==> src/rtl/alu_seq_pkg.sv <==
`default_nettype none
// ============================================================================
// Module   : alu_seq_pkg
// Desc     : Shared decode constants, FSM states and op classes for the ALU sequencer.
// Revision : 1.0
// ============================================================================
package alu_seq_pkg;

    localparam int DEC_W = 12;
    localparam int CNT_W = 8;

    localparam logic [6:0] OPC_OPIMM  = 7'h13;
    localparam logic [6:0] OPC_OP     = 7'h33;
    localparam logic [6:0] OPC_BRANCH = 7'h63;
    localparam logic [6:0] OPC_LUI    = 7'h37;
    localparam logic [6:0] OPC_AUIPC  = 7'h17;

    // Decode word is {1'b0, funct7[5], funct3, opcode}; bit 11 is always zero for legal ops.
    localparam logic [DEC_W-1:0] DEC_ADDI  = {1'b0, 1'b0, 3'b000, OPC_OPIMM};
    localparam logic [DEC_W-1:0] DEC_SLTI  = {1'b0, 1'b0, 3'b010, OPC_OPIMM};
    localparam logic [DEC_W-1:0] DEC_SLTIU = {1'b0, 1'b0, 3'b011, OPC_OPIMM};
    localparam logic [DEC_W-1:0] DEC_XORI  = {1'b0, 1'b0, 3'b100, OPC_OPIMM};
    localparam logic [DEC_W-1:0] DEC_ORI   = {1'b0, 1'b0, 3'b110, OPC_OPIMM};
    localparam logic [DEC_W-1:0] DEC_ANDI  = {1'b0, 1'b0, 3'b111, OPC_OPIMM};
    localparam logic [DEC_W-1:0] DEC_SLLI  = {1'b0, 1'b0, 3'b001, OPC_OPIMM};
    localparam logic [DEC_W-1:0] DEC_SRLI  = {1'b0, 1'b0, 3'b101, OPC_OPIMM};
    localparam logic [DEC_W-1:0] DEC_SRAI  = {1'b0, 1'b1, 3'b101, OPC_OPIMM};
    localparam logic [DEC_W-1:0] DEC_ADD   = {1'b0, 1'b0, 3'b000, OPC_OP};
    localparam logic [DEC_W-1:0] DEC_SUB   = {1'b0, 1'b1, 3'b000, OPC_OP};
    localparam logic [DEC_W-1:0] DEC_SLL   = {1'b0, 1'b0, 3'b001, OPC_OP};
    localparam logic [DEC_W-1:0] DEC_SLT   = {1'b0, 1'b0, 3'b010, OPC_OP};
    localparam logic [DEC_W-1:0] DEC_SLTU  = {1'b0, 1'b0, 3'b011, OPC_OP};
    localparam logic [DEC_W-1:0] DEC_XOR   = {1'b0, 1'b0, 3'b100, OPC_OP};
    localparam logic [DEC_W-1:0] DEC_SRL   = {1'b0, 1'b0, 3'b101, OPC_OP};
    localparam logic [DEC_W-1:0] DEC_SRA   = {1'b0, 1'b1, 3'b101, OPC_OP};
    localparam logic [DEC_W-1:0] DEC_OR    = {1'b0, 1'b0, 3'b110, OPC_OP};
    localparam logic [DEC_W-1:0] DEC_AND   = {1'b0, 1'b0, 3'b111, OPC_OP};
    localparam logic [DEC_W-1:0] DEC_BEQ   = {1'b0, 1'b0, 3'b000, OPC_BRANCH};
    localparam logic [DEC_W-1:0] DEC_BNE   = {1'b0, 1'b0, 3'b001, OPC_BRANCH};
    localparam logic [DEC_W-1:0] DEC_BLT   = {1'b0, 1'b0, 3'b100, OPC_BRANCH};
    localparam logic [DEC_W-1:0] DEC_BGE   = {1'b0, 1'b0, 3'b101, OPC_BRANCH};
    localparam logic [DEC_W-1:0] DEC_BLTU  = {1'b0, 1'b0, 3'b110, OPC_BRANCH};
    localparam logic [DEC_W-1:0] DEC_BGEU  = {1'b0, 1'b0, 3'b111, OPC_BRANCH};
    localparam logic [DEC_W-1:0] DEC_LUI   = {1'b0, 1'b0, 3'b000, OPC_LUI};
    localparam logic [DEC_W-1:0] DEC_AUIPC = {1'b0, 1'b0, 3'b000, OPC_AUIPC};

    typedef enum logic [1:0] {IDLE, LOAD, EXEC, RESP} seq_state_e;

    typedef enum logic [1:0] {CL_ARITH, CL_BRANCH, CL_SHIFT, CL_BAD} op_class_e;

endpackage
`default_nettype wire

==> src/rtl/alu_sequencer_if.sv <==
`default_nettype none
// ============================================================================
// Module   : alu_sequencer_if
// Desc     : Request, ALU and response bundle; master = sequencer, slave = its peers.
// Revision : 1.0
// ============================================================================
interface alu_sequencer_if;
    import alu_seq_pkg::*;

    logic             req_valid;
    logic             req_ready;
    logic [DEC_W-1:0] req_decinst;
    logic [31:0]      req_rs1;
    logic [31:0]      req_rs2;
    logic [31:0]      req_imm;

    logic             alu_en;
    logic [DEC_W-1:0] alu_decinst;
    logic [31:0]      alu_rs1;
    logic [31:0]      alu_rs2;
    logic [31:0]      alu_imm;
    logic [31:0]      alu_rd;
    logic             alu_cmp;
    logic             alu_carry;
    logic             alu_is_rd;
    logic             alu_is_inst;

    logic             rsp_valid;
    logic             rsp_ready;
    logic [31:0]      rsp_data;
    logic             rsp_cmp;
    logic             rsp_carry;
    logic             rsp_we;
    logic             rsp_err;

    modport master (
        input  req_valid, req_decinst, req_rs1, req_rs2, req_imm,
        output req_ready,
        output alu_en, alu_decinst, alu_rs1, alu_rs2, alu_imm,
        input  alu_rd, alu_cmp, alu_carry, alu_is_rd, alu_is_inst,
        output rsp_valid, rsp_data, rsp_cmp, rsp_carry, rsp_we, rsp_err,
        input  rsp_ready
    );

    modport slave (
        output req_valid, req_decinst, req_rs1, req_rs2, req_imm,
        input  req_ready,
        input  alu_en, alu_decinst, alu_rs1, alu_rs2, alu_imm,
        output alu_rd, alu_cmp, alu_carry, alu_is_rd, alu_is_inst,
        input  rsp_valid, rsp_data, rsp_cmp, rsp_carry, rsp_we, rsp_err,
        output rsp_ready
    );

endinterface
`default_nettype wire

==> src/rtl/alu_op_class.sv <==
`default_nettype none
// ============================================================================
// Module   : alu_op_class
// Desc     : Combinational map from ALU decode word to operation class.
// Revision : 1.0
// ============================================================================
module alu_op_class
    import alu_seq_pkg::*;
(
    input  wire logic [DEC_W-1:0] i_decinst,
    output op_class_e             o_class
);

    always_comb begin
        o_class = CL_BAD;
        case (i_decinst)
            DEC_ADDI, DEC_SLTI, DEC_SLTIU, DEC_XORI, DEC_ORI, DEC_ANDI,
            DEC_ADD, DEC_SUB, DEC_SLT, DEC_SLTU, DEC_XOR, DEC_OR, DEC_AND,
            DEC_LUI, DEC_AUIPC:
                o_class = CL_ARITH;
            DEC_SLLI, DEC_SRLI, DEC_SRAI, DEC_SLL, DEC_SRL, DEC_SRA:
                o_class = CL_SHIFT;
            DEC_BEQ, DEC_BNE, DEC_BLT, DEC_BGE, DEC_BLTU, DEC_BGEU:
                o_class = CL_BRANCH;
            default:
                o_class = CL_BAD;
        endcase
    end

endmodule
`default_nettype wire

==> src/rtl/alu_sequencer.sv <==
`default_nettype none
// ============================================================================
// Module   : alu_sequencer
// Desc     : Issues one op at a time to the multi-cycle ALU and returns a registered result.
// Revision : 1.0
// ============================================================================
module alu_sequencer
    import alu_seq_pkg::*;
#(
    parameter int TIMEOUT = 40,
    parameter int FIX_LAT = 2
) (
    input  wire logic        clk,
    input  wire logic        reset,
    input  wire logic        flush,
    alu_sequencer_if.master  bus
);

    localparam logic [CNT_W-1:0] C_TIMEOUT = CNT_W'(TIMEOUT);
    localparam logic [CNT_W-1:0] C_FIX_LAT = CNT_W'(FIX_LAT);
    localparam logic [CNT_W-1:0] C_CNT_MAX = '1;

    seq_state_e       r_state;
    seq_state_e       w_next;
    op_class_e        w_class;
    logic             w_accept;
    logic             w_done;
    logic             w_tmo;

    logic [CNT_W-1:0] r_cyc_cnt;
    logic             r_is_shift;
    logic [DEC_W-1:0] r_decinst;
    logic [31:0]      r_rs1;
    logic [31:0]      r_rs2;
    logic [31:0]      r_imm;
    logic [31:0]      r_rsp_data;
    logic             r_rsp_cmp;
    logic             r_rsp_carry;
    logic             r_rsp_we;
    logic             r_rsp_err;

    alu_op_class u_op_class (
        .i_decinst (bus.req_decinst),
        .o_class   (w_class)
    );

    always_ff @(posedge clk or negedge reset) begin
        if (!reset) begin
            r_state <= IDLE;
        end else begin
            r_state <= w_next;
        end
    end

    always_comb begin
        w_next   = r_state;
        w_accept = 1'b0;
        w_done   = 1'b0;
        w_tmo    = 1'b0;
        case (r_state)
            IDLE: begin
                if (bus.req_valid) begin
                    w_accept = 1'b1;
                    w_next   = (w_class == CL_BAD) ? RESP : LOAD;
                end
            end
            LOAD: w_next = EXEC;
            EXEC: begin
                // Shifts finish whenever the shifter drains; everything else has a fixed slot.
                if (bus.alu_is_inst && (r_is_shift || (r_cyc_cnt == C_FIX_LAT))) begin
                    w_done = 1'b1;
                    w_next = RESP;
                end else if (r_cyc_cnt == C_TIMEOUT) begin
                    w_tmo  = 1'b1;
                    w_next = RESP;
                end
            end
            RESP: begin
                if (bus.rsp_ready) begin
                    w_next = IDLE;
                end
            end
            default: w_next = IDLE;
        endcase
        if (flush) begin
            w_next   = IDLE;
            w_accept = 1'b0;
            w_done   = 1'b0;
            w_tmo    = 1'b0;
        end
    end

    always_ff @(posedge clk or negedge reset) begin
        if (!reset) begin
            r_cyc_cnt   <= '0;
            r_is_shift  <= 1'b0;
            r_decinst   <= '0;
            r_rs1       <= '0;
            r_rs2       <= '0;
            r_imm       <= '0;
            r_rsp_data  <= '0;
            r_rsp_cmp   <= 1'b0;
            r_rsp_carry <= 1'b0;
            r_rsp_we    <= 1'b0;
            r_rsp_err   <= 1'b0;
        end else if (flush) begin
            r_cyc_cnt   <= '0;
            r_is_shift  <= 1'b0;
            r_decinst   <= '0;
            r_rs1       <= '0;
            r_rs2       <= '0;
            r_imm       <= '0;
            r_rsp_data  <= '0;
            r_rsp_cmp   <= 1'b0;
            r_rsp_carry <= 1'b0;
            r_rsp_we    <= 1'b0;
            r_rsp_err   <= 1'b0;
        end else begin
            if (w_accept) begin
                r_decinst   <= bus.req_decinst;
                r_rs1       <= bus.req_rs1;
                r_rs2       <= bus.req_rs2;
                r_imm       <= bus.req_imm;
                r_is_shift  <= (w_class == CL_SHIFT);
                r_rsp_data  <= '0;
                r_rsp_cmp   <= 1'b0;
                r_rsp_carry <= 1'b0;
                r_rsp_we    <= 1'b0;
                r_rsp_err   <= (w_class == CL_BAD);
            end
            if (r_state == LOAD) begin
                r_cyc_cnt <= '0;
            end else if ((r_state == EXEC) && (r_cyc_cnt != C_CNT_MAX)) begin
                r_cyc_cnt <= r_cyc_cnt + 1'b1;
            end
            // alu_rd is undriven unless alu_is_rd, so it must never reach rsp_data otherwise.
            if (w_done) begin
                r_rsp_data  <= bus.alu_is_rd ? bus.alu_rd : 32'h0;
                r_rsp_cmp   <= bus.alu_cmp;
                r_rsp_carry <= bus.alu_carry;
                r_rsp_we    <= bus.alu_is_rd;
                r_rsp_err   <= 1'b0;
            end
            if (w_tmo) begin
                r_rsp_data  <= '0;
                r_rsp_cmp   <= 1'b0;
                r_rsp_carry <= 1'b0;
                r_rsp_we    <= 1'b0;
                r_rsp_err   <= 1'b1;
            end
        end
    end

    assign bus.req_ready   = (r_state == IDLE);
    assign bus.rsp_valid   = (r_state == RESP);
    assign bus.alu_en      = (r_state == EXEC);
    assign bus.alu_decinst = r_decinst;
    assign bus.alu_rs1     = r_rs1;
    assign bus.alu_rs2     = r_rs2;
    assign bus.alu_imm     = r_imm;
    assign bus.rsp_data    = r_rsp_data;
    assign bus.rsp_cmp     = r_rsp_cmp;
    assign bus.rsp_carry   = r_rsp_carry;
    assign bus.rsp_we      = r_rsp_we;
    assign bus.rsp_err     = r_rsp_err;

endmodule
`default_nettype wire
==> src/flat_wrapper.sv <==
// flat-port wrapper written by rule: the top's interface ports become plain ports
module alu_sequencer_flat import alu_seq_pkg::*;
#(
    parameter int TIMEOUT = 40,
    parameter int FIX_LAT = 2
)
  (clk, reset, flush, bus_req_valid, bus_req_decinst, bus_req_rs1, bus_req_rs2, bus_req_imm, bus_req_ready, bus_alu_en, bus_alu_decinst, bus_alu_rs1, bus_alu_rs2, bus_alu_imm, bus_alu_rd, bus_alu_cmp, bus_alu_carry, bus_alu_is_rd, bus_alu_is_inst, bus_rsp_valid, bus_rsp_data, bus_rsp_cmp, bus_rsp_carry, bus_rsp_we, bus_rsp_err, bus_rsp_ready);
  alu_sequencer_if bus_i ();
  input  wire logic clk;
  input  wire logic reset;
  input  wire logic flush;
  input wire logic [$bits(bus_i.req_valid)-1:0] bus_req_valid;
  input wire logic [$bits(bus_i.req_decinst)-1:0] bus_req_decinst;
  input wire logic [$bits(bus_i.req_rs1)-1:0] bus_req_rs1;
  input wire logic [$bits(bus_i.req_rs2)-1:0] bus_req_rs2;
  input wire logic [$bits(bus_i.req_imm)-1:0] bus_req_imm;
  output wire logic [$bits(bus_i.req_ready)-1:0] bus_req_ready;
  output wire logic [$bits(bus_i.alu_en)-1:0] bus_alu_en;
  output wire logic [$bits(bus_i.alu_decinst)-1:0] bus_alu_decinst;
  output wire logic [$bits(bus_i.alu_rs1)-1:0] bus_alu_rs1;
  output wire logic [$bits(bus_i.alu_rs2)-1:0] bus_alu_rs2;
  output wire logic [$bits(bus_i.alu_imm)-1:0] bus_alu_imm;
  input wire logic [$bits(bus_i.alu_rd)-1:0] bus_alu_rd;
  input wire logic [$bits(bus_i.alu_cmp)-1:0] bus_alu_cmp;
  input wire logic [$bits(bus_i.alu_carry)-1:0] bus_alu_carry;
  input wire logic [$bits(bus_i.alu_is_rd)-1:0] bus_alu_is_rd;
  input wire logic [$bits(bus_i.alu_is_inst)-1:0] bus_alu_is_inst;
  output wire logic [$bits(bus_i.rsp_valid)-1:0] bus_rsp_valid;
  output wire logic [$bits(bus_i.rsp_data)-1:0] bus_rsp_data;
  output wire logic [$bits(bus_i.rsp_cmp)-1:0] bus_rsp_cmp;
  output wire logic [$bits(bus_i.rsp_carry)-1:0] bus_rsp_carry;
  output wire logic [$bits(bus_i.rsp_we)-1:0] bus_rsp_we;
  output wire logic [$bits(bus_i.rsp_err)-1:0] bus_rsp_err;
  input wire logic [$bits(bus_i.rsp_ready)-1:0] bus_rsp_ready;
  assign bus_i.req_valid = bus_req_valid;
  assign bus_i.req_decinst = bus_req_decinst;
  assign bus_i.req_rs1 = bus_req_rs1;
  assign bus_i.req_rs2 = bus_req_rs2;
  assign bus_i.req_imm = bus_req_imm;
  assign bus_req_ready = bus_i.req_ready;
  assign bus_alu_en = bus_i.alu_en;
  assign bus_alu_decinst = bus_i.alu_decinst;
  assign bus_alu_rs1 = bus_i.alu_rs1;
  assign bus_alu_rs2 = bus_i.alu_rs2;
  assign bus_alu_imm = bus_i.alu_imm;
  assign bus_i.alu_rd = bus_alu_rd;
  assign bus_i.alu_cmp = bus_alu_cmp;
  assign bus_i.alu_carry = bus_alu_carry;
  assign bus_i.alu_is_rd = bus_alu_is_rd;
  assign bus_i.alu_is_inst = bus_alu_is_inst;
  assign bus_rsp_valid = bus_i.rsp_valid;
  assign bus_rsp_data = bus_i.rsp_data;
  assign bus_rsp_cmp = bus_i.rsp_cmp;
  assign bus_rsp_carry = bus_i.rsp_carry;
  assign bus_rsp_we = bus_i.rsp_we;
  assign bus_rsp_err = bus_i.rsp_err;
  assign bus_i.rsp_ready = bus_rsp_ready;
  alu_sequencer #(.TIMEOUT(TIMEOUT), .FIX_LAT(FIX_LAT)) u_core (.clk(clk), .reset(reset), .flush(flush), .bus(bus_i));
endmodule
==> config.mk <==
export PLATFORM = sky130hd
export DESIGN_NAME = alu_sequencer_flat
export DESIGN_NICKNAME = d
export VERILOG_FILES = /design/src/rtl/alu_seq_pkg.sv /design/src/rtl/alu_sequencer_if.sv /design/src/rtl/alu_op_class.sv /design/src/rtl/alu_sequencer.sv /design/src/flat_wrapper.sv
export SDC_FILE = /design/constraint.sdc
export NUM_CORES = 1
export LEC_CHECK = 0
export BUFFER_PORTS_ARGS = -buffer_cell sky130_fd_sc_hd__buf_2
export CORE_MARGIN = 4
export CORE_UTILIZATION = 45
export CTS_CLUSTER_DIAMETER = 80
export DETAILED_ROUTE_END_ITERATION = 10
export PLACE_DENSITY = 0.87
export REMOVE_ABC_BUFFERS = 1
export SLEW_MARGIN = 20
export SYNTH_ARGS = -nofsm -noshare
export SYNTH_HDL_FRONTEND = slang
export SYNTH_SLANG_ARGS = --single-unit
==> constraint.sdc <==
create_clock -name clk -period 3.8 [get_ports clk]
set_input_delay 0.38 -clock clk [delete_from_list [all_inputs] [get_ports clk]]
set_output_delay 0.38 -clock clk [all_outputs]
set_load 0.03 [all_outputs]
== Word level (Yosys, flattened, before mapping) ==
Index checks and enable logic that the tools add are counted.
Storage, ports and cells
  flip-flop bits (word level): 155
  bits of input ports: 149
  output and inout bits: 147
  word-level logic and storage cells: 112
Operators by class
  reductions and logical operators: 11
  mux-type cells: 50
  equal/unequal tests: 38
  $add $sub $neg: 1
Operator list (count)
  two-way mux 32 bit: 11
  == test 12 x 10 -> 1 bit (second input constant): 12
  == test 12 x 9 -> 1 bit (second input constant): 4
  == test 12 x 11 -> 1 bit (second input constant): 3
  == test 12 x 8 -> 1 bit (second input constant): 3
  two-way mux 1 bit: 26
  == test 12 x 5 -> 1 bit (second input constant): 2
  == test 12 x 6 -> 1 bit (second input constant): 2
  two-way mux 12 bit: 2
  two-way mux 8 bit: 3
  OR reduction 15 bit: 1
  == test 12 x 7 -> 1 bit (second input constant): 1
  two-way mux 2 bit: 6
  OR reduction 6 bit: 2
  adder 8 x 1 -> 8 bit (second input constant): 1
  == test 2 bit (second input constant): 4
  == test 8 x 2 -> 1 bit (second input constant): 1
  == test 8 x 6 -> 1 bit (second input constant): 1
  != test 8 bit (second input constant): 1
  one-hot mux 2 bit (4 select lines): 1
  one-hot mux 2 bit (3 select lines): 1
  != test 4 x 2 -> 1 bit (second input constant): 1
  nonzero test 4 bit: 1
  != test 3 x 2 -> 1 bit (second input constant): 1
  other kinds (8): 9

== Depth between registers and ports, before layout ==
Gate-level depths: netlist of run 1.
  depth in word-level cells: 9
  depth in mapped cells: 8
  mapped depth without buffers: 7

== Modules after synthesis ==
A second synthesis of run 1 with hierarchy kept.
Second synthesis, totals
  cells, all modules: 514
  area total of the unflattened synthesis: 6343.6 um2
Modules (own cells, without submodules)
  alu_sequencer: sequential area each 3878.7 um2, instances 1, cells an instance 484, area an instance 6168.4 um2
  alu_op_class: sequential area each 0.0 um2, instances 1, cells an instance 30, area an instance 175.2 um2

== Worst setup path before layout of run 1 ==
Ideal clock, no wire load.
  path kind: reg-to-reg
  start: register u_core.r_cyc_cnt[0]
  end: register u_core.r_rsp_data[10], in the netlist u_core.bus.rsp_data[10]
  data arrival time: 1.881 ns
  cell stages (with the launch flop): 9
  data required time: 3.736 ns
  setup time: 0.064 ns
  setup slack: 1.854 ns
  clock period less this slack: 1.946 ns
  path buffers: 1
  path through: dfrtp_1 inv_1 ha_1 nand2_1 o31a_1 o21bai_1 a211oi_2 clkbuf_1 a22o_2
Between the ends
  longest elaborated chain between the ends: 9
  elaborated cells between the ends (all ways): 15
  classes of those cells: eq/ne (2); mux (10); reduce/logical (3)
Ends and longest elaborated chain
  start: declaration: RTL line alu_sequencer.sv:30  | logic [CNT_W-1:0] r_cyc_cnt;
  start signal: assignment: RTL line alu_sequencer.sv:134  | r_cyc_cnt <= r_cyc_cnt + 1'b1;
  == test 8 x 2 -> 1 bit: RTL line alu_sequencer.sv:70  | if (bus.alu_is_inst && (r_is_shift || (r_cyc_cnt == C_FIX_LAT))) begin
  logical OR 1 bit: RTL line alu_sequencer.sv:70
  logical AND 1 bit: RTL line alu_sequencer.sv:70
  two-way mux 1 bit: RTL line alu_sequencer.sv:70
  two-way mux 1 bit: RTL line alu_sequencer.sv:60  | case (r_state)
  two-way mux 1 bit: RTL line alu_sequencer.sv:85  | if (flush) begin
  two-way mux 32 bit: RTL line alu_sequencer.sv:137  | if (w_done) begin
  two-way mux 32 bit: RTL line alu_sequencer.sv:144  | if (w_tmo) begin
  two-way mux 32 bit: RTL line alu_sequencer.sv:106  | end else if (flush) begin
  end signal: assignment: RTL line alu_sequencer.sv:138  | r_rsp_data <= bus.alu_is_rd ? bus.alu_rd : 32'h0;
  end: declaration: RTL line alu_sequencer.sv:36  | logic [31:0] r_rsp_data;
Parallel ways exist; a longest one is shown, timed or not.
A chain may end at the register's enable or synchronous reset.

== Worst setup path in the final report of run 1 ==
  start: register u_core.r_state[0]
  end: register u_core.r_rsp_err, in the netlist u_core.bus.rsp_err
Between the ends
  longest elaborated chain between the ends: 6
  elaborated cells between the ends (all ways): 12
  classes of those cells: eq/ne (1); mux (9); reduce/logical (2)
Ends and longest elaborated chain
  start: declaration: RTL line alu_sequencer.sv:23  | seq_state_e r_state;
  start signal: assignment: RTL line alu_sequencer.sv:51  | r_state <= w_next;
  == test 2 bit: RTL line alu_sequencer.sv:60
  two-way mux 1 bit: RTL line alu_sequencer.sv:60
  two-way mux 1 bit: RTL line alu_sequencer.sv:85
  two-way mux 1 bit: RTL line alu_sequencer.sv:137
  two-way mux 1 bit: RTL line alu_sequencer.sv:144
  two-way mux 1 bit: RTL line alu_sequencer.sv:106
  end signal: assignment: RTL line alu_sequencer.sv:129  | r_rsp_err <= (w_class == CL_BAD);
  end: declaration: RTL line alu_sequencer.sv:40  | logic r_rsp_err;
Parallel ways exist; a longest one is shown, timed or not.

==> reports/metrics.yaml, run 1 <==
status: "finished clean"
final_util_pct: 61.4
grtUsageTotal_pct: 21.6
seq_power_share_pct: 39.4
slew_headroom_pct: 36.0
dp_hpwl_um: 12500
initial_core_util_pct: 46.0
cts_max_path_buffers: 2
cts_setup_buffers: 0
layout_min_cycle_time_ns: 2.34
rsz0062_at_grt: "false"
clock_latency_ns: 0.42
ctsResizeCount: 0
finalPower_mw: 4.96
synth_seq_cells: 155
met3_usage_pct: 5.81
start_kind: "register"
ys_async_sr_fraction_pct: 100
postSynthAreaPerCell_um2: 9.82
p_sw_mw: 1.82
die_area_um2: 16200
yosysWarnings: 0
route.detailed.drc: 0
critical_path_class: "reg2reg"
antenna_found_initial: 1
power_frac_comb_pct: 29.8
max_freq_mhz: 428
wl_per_cell_um: 15.7
tightestPinTransition_ns: 0.960
vias: 5700
use_met1_pct: 26.7
hold_path.class: "in2async"
place_congestion: 0.798
core-area_um2: 13900
leakage_nw: 4.52
synth_ff_type: "dfrtp_1"
synth-edff-count: 0
firstDrtPassIters: 4
busiest_layer: "met2"
pin_count: 296
ir_worst_vdd_uv: 300
setup_viol_count_final: 0
p_clk_share_pct: 30.8
slew_violations: 0
nets: 1086
grt_overflow: 0
grt_pass1_vias: 5620
yosysUniqueCellTypes: 50
cp.required_ns: 4.14
p_int_mw: 3.14
grtUsageMet2_pct: 36.6
numPortBuffers: 295
rows: 43
layout_commonest_cell: "buf_2"
p_per_area_nw_per_um2: 580
grt_max_degree: 108
dieHeight_um: 127
cap_violations: 0
area_delta_synth_final_pct: 33.4
endpoint_kind: "register"
drive_gt1_share_pct: 39.5
wl_um: 17600
avgViaCountPerCell: 5.08
cts_tree: "built"
skew_ns: 0.00555
h-tree-depth: 4
fillers: 1177
clockRootBuffer: "clkbuf_16"
synthesis.area_um2: 6410
path_clk_slew_ns: 0.06
die_x_um: 127
cts_made_buffers: 17
layout_common_cells: "buf_2 (293), nand2_1 (223), dfrtp_1 (155)"
critical_path_arrival_ns: 2.68
drt_iter0_markers: 263
hold_violations: 0
syn_inst: 653
drtAntennaViolNets: 0
postCtsHoldBufs: 0
sw_frac_of_total_pct: 36.7
grt_pass1_wl_um: 28000
cts_sinks: 155
period_share_pct: 61.5
crit_fanout: 62
synth-seq-area-share_pct: 60.5
[worst max-delay path, stage by stage (launching register included)]
cell,delay (ns)
dfrtp_1,0.40
inv_1,0.10
ha_1,0.31
and2_4,0.62
buf_4,0.44
o311ai_0,0.20
a21oi_1,0.14
[final cells by class]
class	count	area, um2	share of cell area [%]
multi-input cells	444	2320	27.1
inverters	8	30.0	0.351
clock buffers	22	474	5.54
flip-flops and latches	155	3880	45.4
diodes	1	2.50	0.0293
repair buffers	304	1550	18.2
clock inverters	9	67.6	0.790
well taps	180	225	2.63
[synth_stat cells (3+ instances only)]
library cell  instances  area [um2]
ha_1                  7        87.6
xnor2_1               4        35.0
nand2_1             224         841
a22o_1                7        61.3
a21oi_1             114         571
a22o_2               27         270
clkbuf_1             39         146
nand3_1               6        30.0
dfrtp_1             155        3880
inv_1                 8        30.0
buf_6                 3        33.8
nor2_1               12        45.0
[power groups by stage]
stage / clock [mW] / combinational (mW) / sequential, mW
after floorplan: 0 / 0.599 / 2.35
after global placement: 0 / 1.46 / 1.97
after detailed placement: 0 / 1.49 / 1.98
after CTS: 1.56 / 1.49 / 1.95
after global routing: 1.64 / 1.62 / 1.98
final: 1.53 / 1.48 / 1.95
[worst paths after layout]
check	start	end	slack [ns]	cells past startpoint
worst max-delay path	u_core.r_state[0]$_DFFE_PN0P_	u_core.bus.rsp_err$_DFFE_PN0P_	1.46	6
worst min-delay path	reset	u_core.bus.rsp_data[16]$_DFFE_PN0P_	0.1	1
worst max register to register	u_core.r_state[0]$_DFFE_PN0P_	u_core.bus.rsp_err$_DFFE_PN0P_	1.46	6
worst min register to register	u_core.bus.rsp_we$_DFFE_PN0P_	u_core.bus.rsp_we$_DFFE_PN0P_	0.50	1
max in group asynchronous	reset	u_core.bus.alu_imm[6]$_DFFE_PN0P_	2.76	2
min in group clk	bus_alu_rd[29]	u_core.bus.rsp_data[29]$_DFFE_PN0P_	0.18	2
[kinds of logic after synthesis]
logic type                 after synthesis  share of synthesized area, %
muxes                                    2                         0.312
AOI/OAI and AO/OA                      168                          16.6
adders and majority gates                7                          1.37
and+or+nand+nor                        263                          17.1
xor gates and xnor gates                 4                         0.546
buffers and inverters                   54                          3.55
DFF                                    155                          60.5
[flip-flops by register name (all words and copies together), names as in the netlist, 2 cells and up]
register / flops
u_core.bus.alu_imm: 32
u_core.bus.alu_rs1: 32
u_core.bus.alu_rs2: 32
u_core.bus.rsp_data: 32
u_core.bus.alu_decinst: 12
u_core.r_cyc_cnt: 8
u_core.r_state: 2
[metal layers]
metal | share of wire, % | vias up
li1 | - | 2740
met1 | 40 | 2683
met2 | 50 | 252
met3 | 8.5 | 25
met4 | 1.6 | 0
met5 | 0 | -
[metrics by stage]
stage                     worst slack, ns  instance area, um2  setup TNS (ns)  std cells  hold slack [ns]
after floorplan                     -1.33                6210          -69.11        607           0.0844
after global routing                 1.28                8550               0       1123            0.165
final                                1.46                8550               0       1123           0.0989
after CTS                            1.47                8550               0       1122            0.122
after global placement               1.59                8010               0       1091            0.476
after detailed placement             1.48                8010               0       1091            0.469
No activity file was read; power rests on OpenSTA's default activity.
==> run 2: changes to the inputs <==
CORE_UTILIZATION = 42   (was 45)
PLACE_DENSITY = 0.86   (was 0.87)
clock period = 1.9 ns   (was 3.8 ns; I/O delays follow)
==> reports/metrics.yaml, run 2 (synthesis gave the netlist of run 1 again) <==
critical_path.max_stage_delay_ns: 0.57
dp_cells: 1108
multiInputGateArea_um2: 2470
sw_frac_of_total_pct: 36.1
register_area_um2: 3880
wl_per_cell_um: 18.9
layout_min_cycle_time_ns: 1.98
ir_worst_vdd_uv: 654
dp_hpwl_um: 13200
drt_iter0_markers: 470
core-area_um2: 14800
hold_violations: 0
finalWorstSetupSlack_ns: -0.0813
start_kind: "register"
grt_max_degree: 89
clock_latency_ns: 0.42
cp_slowest_cell: "or4_4"
critPathBufInv: 2
hold_path.class: "in2reg"
setup_viol_count_final: 34
period_share_pct: 104
tightestPinTransition_ns: 0.455
nets: 1213
p_clk_share_pct: 32.1
h-tree-depth: 4
seq_power_share_pct: 35.5
place_area_um2: 8240
grtUsageTotal_pct: 25.5
dieHeight_um: 132
grt_pass1_wl_um: 35300
max_freq_mhz: 505
grt_pass1_vias: 6734
wl_um: 23700
area_delta_synth_final_pct: 59.0
skew_ns: 0.00876
fin_cells: 1256
power_frac_comb_pct: 32.5
numPortBuffers: 295
leakage_nw: 5.29
cap_violations: 0
design_area_um2: 10200
critical_path_class: "reg2reg"
grt_overflow: 0
vias: 6675
die_area_um2: 17300
layout_common_cells: "buf_2 (293), nand2_1 (222), dfrtp_1 (154)"
p_int_mw: 7.06
drtAntennaViolNets: 0
critical_path_arrival_ns: 2.34
p_sw_mw: 3.99
status: "finished, violations left"
initial_core_util_pct: 43.4
fillers: 993
place_congestion: 0.803
cts_sinks: 155
drive_gt1_share_pct: 38.2
rows: 44
path_delay_family: "simple AND/OR/NAND/NOR gates"
path_clk_slew_ns: 0.07
antenna_found_initial: 2
crit_chain: "or4_4, nor4_4, o21ai_2, nor3b_4, buf_6, clkbuf_16, a22o_1"
rsz0062_at_grt: "true"
crit_fanout: 8
cts_tree: "built"
p_per_area_nw_per_um2: 1080
cts_made_buffers: 17
endpoint_kind: "register"
cts_max_path_buffers: 2
route.detailed.drc: 0
pin_count: 296
avgViaCountPerCell: 5.31
firstDrtPassIters: 5
slew_headroom_pct: 69.6
clockRootBuffer: "clkbuf_16"
cp.required_ns: 2.25
layout_commonest_cell: "buf_2"
die_x_um: 132
violations: "setup timing"
slew_violations: 0
[run 2: area by class of cell]
| class | count | area share [%] |
|---|---|---|
| inverters | 8 | 0.295 |
| repair buffers | 431 | 29.0 |
| flip-flops and latches | 155 | 38.1 |
| diodes | 2 | 0.0491 |
| multi-input cells | 444 | 24.3 |
| well taps | 184 | 2.26 |
| clock inverters | 13 | 1.61 |
| clock buffers | 19 | 4.44 |
[run 2: power groups by stage]
| stage | registers [mW] | clock network, mW | logic (mW) |
|---|---|---|---|
| 3_3_place_gp | 3.94 | 0 | 3.11 |
| 4_1_cts | 3.90 | 3.58 | 3.36 |
| 3_5_place_dp | 3.96 | 0 | 3.17 |
| 2_1_floorplan | 4.69 | 0 | 1.20 |
| 5_1_grt | 3.96 | 3.76 | 3.85 |
| 6_report | 3.92 | 3.54 | 3.59 |
[run 2: worst paths after layout]
check | from | to | slack [ns] | depth (start not counted)
worst max-delay path | u_core.r_cyc_cnt[2]$_DFFE_PN0P_ | u_core.bus.rsp_data[0]$_DFFE_PN0P_ | -0.08 | 7
worst min-delay path | bus_req_imm[9] | u_core.bus.alu_imm[9]$_DFFE_PN0P_ | 0.02 | 3
worst max register to register | u_core.r_cyc_cnt[2]$_DFFE_PN0P_ | u_core.bus.rsp_data[0]$_DFFE_PN0P_ | -0.08 | 7
worst min register to register | u_core.bus.rsp_we$_DFFE_PN0P_ | u_core.bus.rsp_we$_DFFE_PN0P_ | 0.49 | 1
max in group asynchronous | reset | u_core.bus.alu_rs2[10]$_DFFE_PN0P_ | 1.00 | 3
min in group asynchronous | reset | u_core.bus.alu_imm[27]$_DFFE_PN0P_ | 0.27 | 2
[run 2: worst register-to-register path, stage by stage (launching register included)]
cell,delay (ns)
dfrtp_1,0.38
or4_4,0.58
nor4_4,0.16
o21ai_2,0.12
nor3b_4,0.19
buf_6,0.17
clkbuf_16,0.17
a22o_1,0.14
[run 2: what timing repair did]
item	in CTS	in global routing
hold buffers	100	1
gates cloned	0	4
pin swaps	2	9
gates resized for setup	2	27
endpoints found under the setup margin	33	49
setup buffers	0	9
hold endpoints to repair	141	1
[run 2: per-layer routing]
layer  GRT usage, %  wire [um]  share of wire (%)  vias up
li1               -          -                  -     3008
met1           29.4       8440                 36     3140
met2           43.4      12100                 51      438
met3           7.72       2120                8.9       89
met4           12.6       1080                4.6        0
met5              0          0                  0        -
[run 2: through the flow]
stage	total power, mW	util, %	hold slack (ns)	setup TNS (ns)	worst slack, ns
floorplan	5.89	-	-0.106	-344.61	-3.23
global route	11.6	69.1	0.000460	-4.25	-0.166
CTS	10.8	66.9	0.00000533	-0.515	-0.0279
detailed placement	7.13	55.8	0.152	-0.446	-0.0277
finish	11.1	69.1	0.0152	-1.56	-0.0813
global placement	7.05	55.8	0.151	0	0.0280
==> run 3: changes to the inputs <==
ABC_AREA = 1   (was not set)
CELL_PAD_IN_SITES_DETAIL_PLACEMENT = 1   (was not set)
CELL_PAD_IN_SITES_GLOBAL_PLACEMENT = 1   (was not set)
CORE_UTILIZATION = 30   (was 42)
PLACE_DENSITY = 0.85   (was 0.86)
==> reports/metrics.yaml, run 3 <==
wl_um: 24800
cap_violations: 0
start_kind: "register"
initial_core_util_pct: 30.4
clockRootBuffer: "clkbuf_16"
synth_common_cells: "nand2_1 (285), dfrtp_1 (155), nand3_1 (113)"
fin_cells: 1424
path_delay_family: "simple AND/OR/NAND/NOR gates"
pin_count: 296
layout_min_cycle_time_ns: 1.75
drtAntennaViolNets: 0
vias: 6797
yosysMostFrequentCell: "nand2_1"
antenna_found_initial: 3
grt_max_degree: 73
route.detailed.drc: 0
grt_overflow: 0
multiInputGateArea_um2: 2290
synth.area.top_cells: "dfrtp_1 (59%), nand2_1 (16%), nand3_1 (8.6%)"
grt_pass1_wl_um: 38800
synth_seq_cells: 155
cp_slowest_cell: "dfrtp_1"
register_area_um2: 3880
dp_hpwl_um: 16800
cp.required_ns: 2.22
firstDrtPassIters: 4
avgViaCountPerCell: 4.77
nets: 1283
grt_pass1_vias: 7361
die_area_um2: 24500
numPortBuffers: 295
grtUsageTotal_pct: 20.0
drive_gt1_share_pct: 32.2
hold_path.class: "in2reg"
cts_max_path_buffers: 2
slew_headroom_pct: 66.3
cts_made_buffers: 17
syn_inst: 767
leakage_nw: 5.47
hold_violations: 0
period_share_pct: 92.0
rows: 54
critical_path_arrival_ns: 2.07
final_util_pct: 44.8
cts_tree: "built"
yosysWarnings: 0
area_delta_synth_final_pct: 47.4
wl_per_cell_um: 17.4
synth-edff-count: 0
core-area_um2: 21800
synthesis.area_um2: 6610
setup_viol_count_final: 0
cts_sinks: 155
layout_common_cells: "buf_2 (294), nand2_1 (285), dfrtp_1 (155)"
critical_path_class: "reg2reg"
drt_iter0_markers: 347
crit_chain: "inv_2, ha_1, nand3_1, o21ai_2, nand2_1, nand2_2, nand3_4, buf_12, o21ai_0"
p_per_area_nw_per_um2: 1070
synth_top_cell_by_area: "dfrtp_1"
dieHeight_um: 156
critical_path.max_stage_delay_ns: 0.40
ir_worst_vdd_uv: 505
synth_ff_type: "dfrtp_1"
dp_slack_ns: 0.0526
skew_ns: 0.0142
layout_commonest_cell: "buf_2"
critPathBufInv: 2
clock_latency_ns: 0.43
fillers: 2636
dp_cells: 1319
path_clk_slew_ns: 0.06
synth_top_area_share_pct: 58.7
synth-seq-area-share_pct: 58.7
rsz0062_at_grt: "false"
endpoint_kind: "register"
tightestPinTransition_ns: 0.506
postSynthAreaPerCell_um2: 8.62
ys_async_sr_fraction_pct: 100
max_freq_mhz: 572
finalWorstSetupSlack_ns: 0.152
yosysUniqueCellTypes: 28
status: "finished clean"
h-tree-depth: 4
slew_violations: 0
die_x_um: 156
crit_fanout: 25
place_congestion: 0.862
-- run 3: cell types whose count changed after synthesis, moves of 11 or more --
cell      previous run  this run
buf_2                2        13
o21ai_1              2        21
nand3_1              6       113
nand2_1            224       285
a22o_2              27         0
clkbuf_1            39        13
inv_1                8        68
o21ai_0              2        25
a21oi_1            114         4
-- run 3: timing repair --
action                                  CTS  global route
endpoints found under the hold margin   113             0
endpoints found under the setup margin    0            18
setup buffers                             0             1
gates resized for setup                   0             7
hold buffers                             68             0
-- run 3: per-layer routing --
| metal | vias up | global-route usage (%) | share of wire [%] | wire length, um |
|---|---|---|---|---|
| li1 | 3132 | - | - | - |
| met1 | 3346 | 23.2 | 39 | 9650 |
| met2 | 238 | 34.6 | 51 | 12700 |
| met3 | 81 | 3.95 | 4.8 | 1190 |
| met4 | 0 | 11.0 | 5.2 | 1290 |
| met5 | - | 0 | 0 | 0 |
-- run 3: tightest hold or removal path, cell delays in order --
cell	delay, ns
buf_2	0.08
nand3_1	0.06
nand2_1	0.07
-- run 3: stage by stage --
| step | hold slack, ns | power, mW | TNS [ns] | instance area (um2) |
|---|---|---|---|---|
| 6_report | 0.0169 | 10.4 | 0 | 9740 |
| 5_1_grt | 0.00710 | 10.9 | 0 | 9740 |
| 4_1_cts | 0.0000644 | 10.5 | 0 | 9720 |
| 3_5_place_dp | 0.184 | 7.01 | 0 | 8470 |
| 3_3_place_gp | 0.183 | 6.91 | 0 | 8470 |
| 2_1_floorplan | -0.106 | 5.75 | -588.93 | 6410 |
-- run 3: final cells by class --
| type | count | area share (%) |
|---|---|---|
| Inverter | 70 | 2.71 |
| Tap cell | 280 | 3.60 |
| Timing Repair Buffer | 381 | 24.5 |
| Clock buffer | 19 | 4.44 |
| Antenna cell | 4 | 0.103 |
| Multi-Input combinational cell | 502 | 23.5 |
| Sequential cell | 155 | 39.8 |
| Clock inverter | 13 | 1.36 |
-- run 3: cell families after synthesis --
group                      synth area share (%)
DFF                                        58.7
AOI/OAI and AO/OA                          5.39
and+or+nand+nor                            27.5
buffers and inverters                      6.95
xor gates and xnor gates                  0.133
adders and majority gates                  1.32
-- run 3: path summary, 6_finish.rpt --
path                                                       end  depth (start not counted)                                from  slack (ns)
setup / recovery            u_core.bus.rsp_data[2]$_DFFE_PN0P_                          9     u_core.r_cyc_cnt[0]$_DFFE_PN0P_        0.15
hold / removal               u_core.bus.alu_imm[8]$_DFFE_PN0P_                          3                      bus_req_imm[8]        0.02
setup reg to reg            u_core.bus.rsp_data[2]$_DFFE_PN0P_                          9     u_core.r_cyc_cnt[0]$_DFFE_PN0P_        0.15
hold reg to reg             u_core.bus.alu_rs1[14]$_DFFE_PN0P_                          2  u_core.bus.alu_rs1[14]$_DFFE_PN0P_        0.47
max in group asynchronous  u_core.bus.rsp_data[10]$_DFFE_PN0P_                          3                               reset        0.87
min in group asynchronous   u_core.bus.alu_imm[13]$_DFFE_PN0P_                          2                               reset        0.29
-- run 3: where the power goes --
part / total (mW) / internal (mW) / switching [mW]
sequential: 3.97 / 3.72 / 0.245
clock: 3.31 / 1.84 / 1.47
combinational: 3.11 / 0.904 / 2.20
total: 10.4 / 6.46 / 3.92
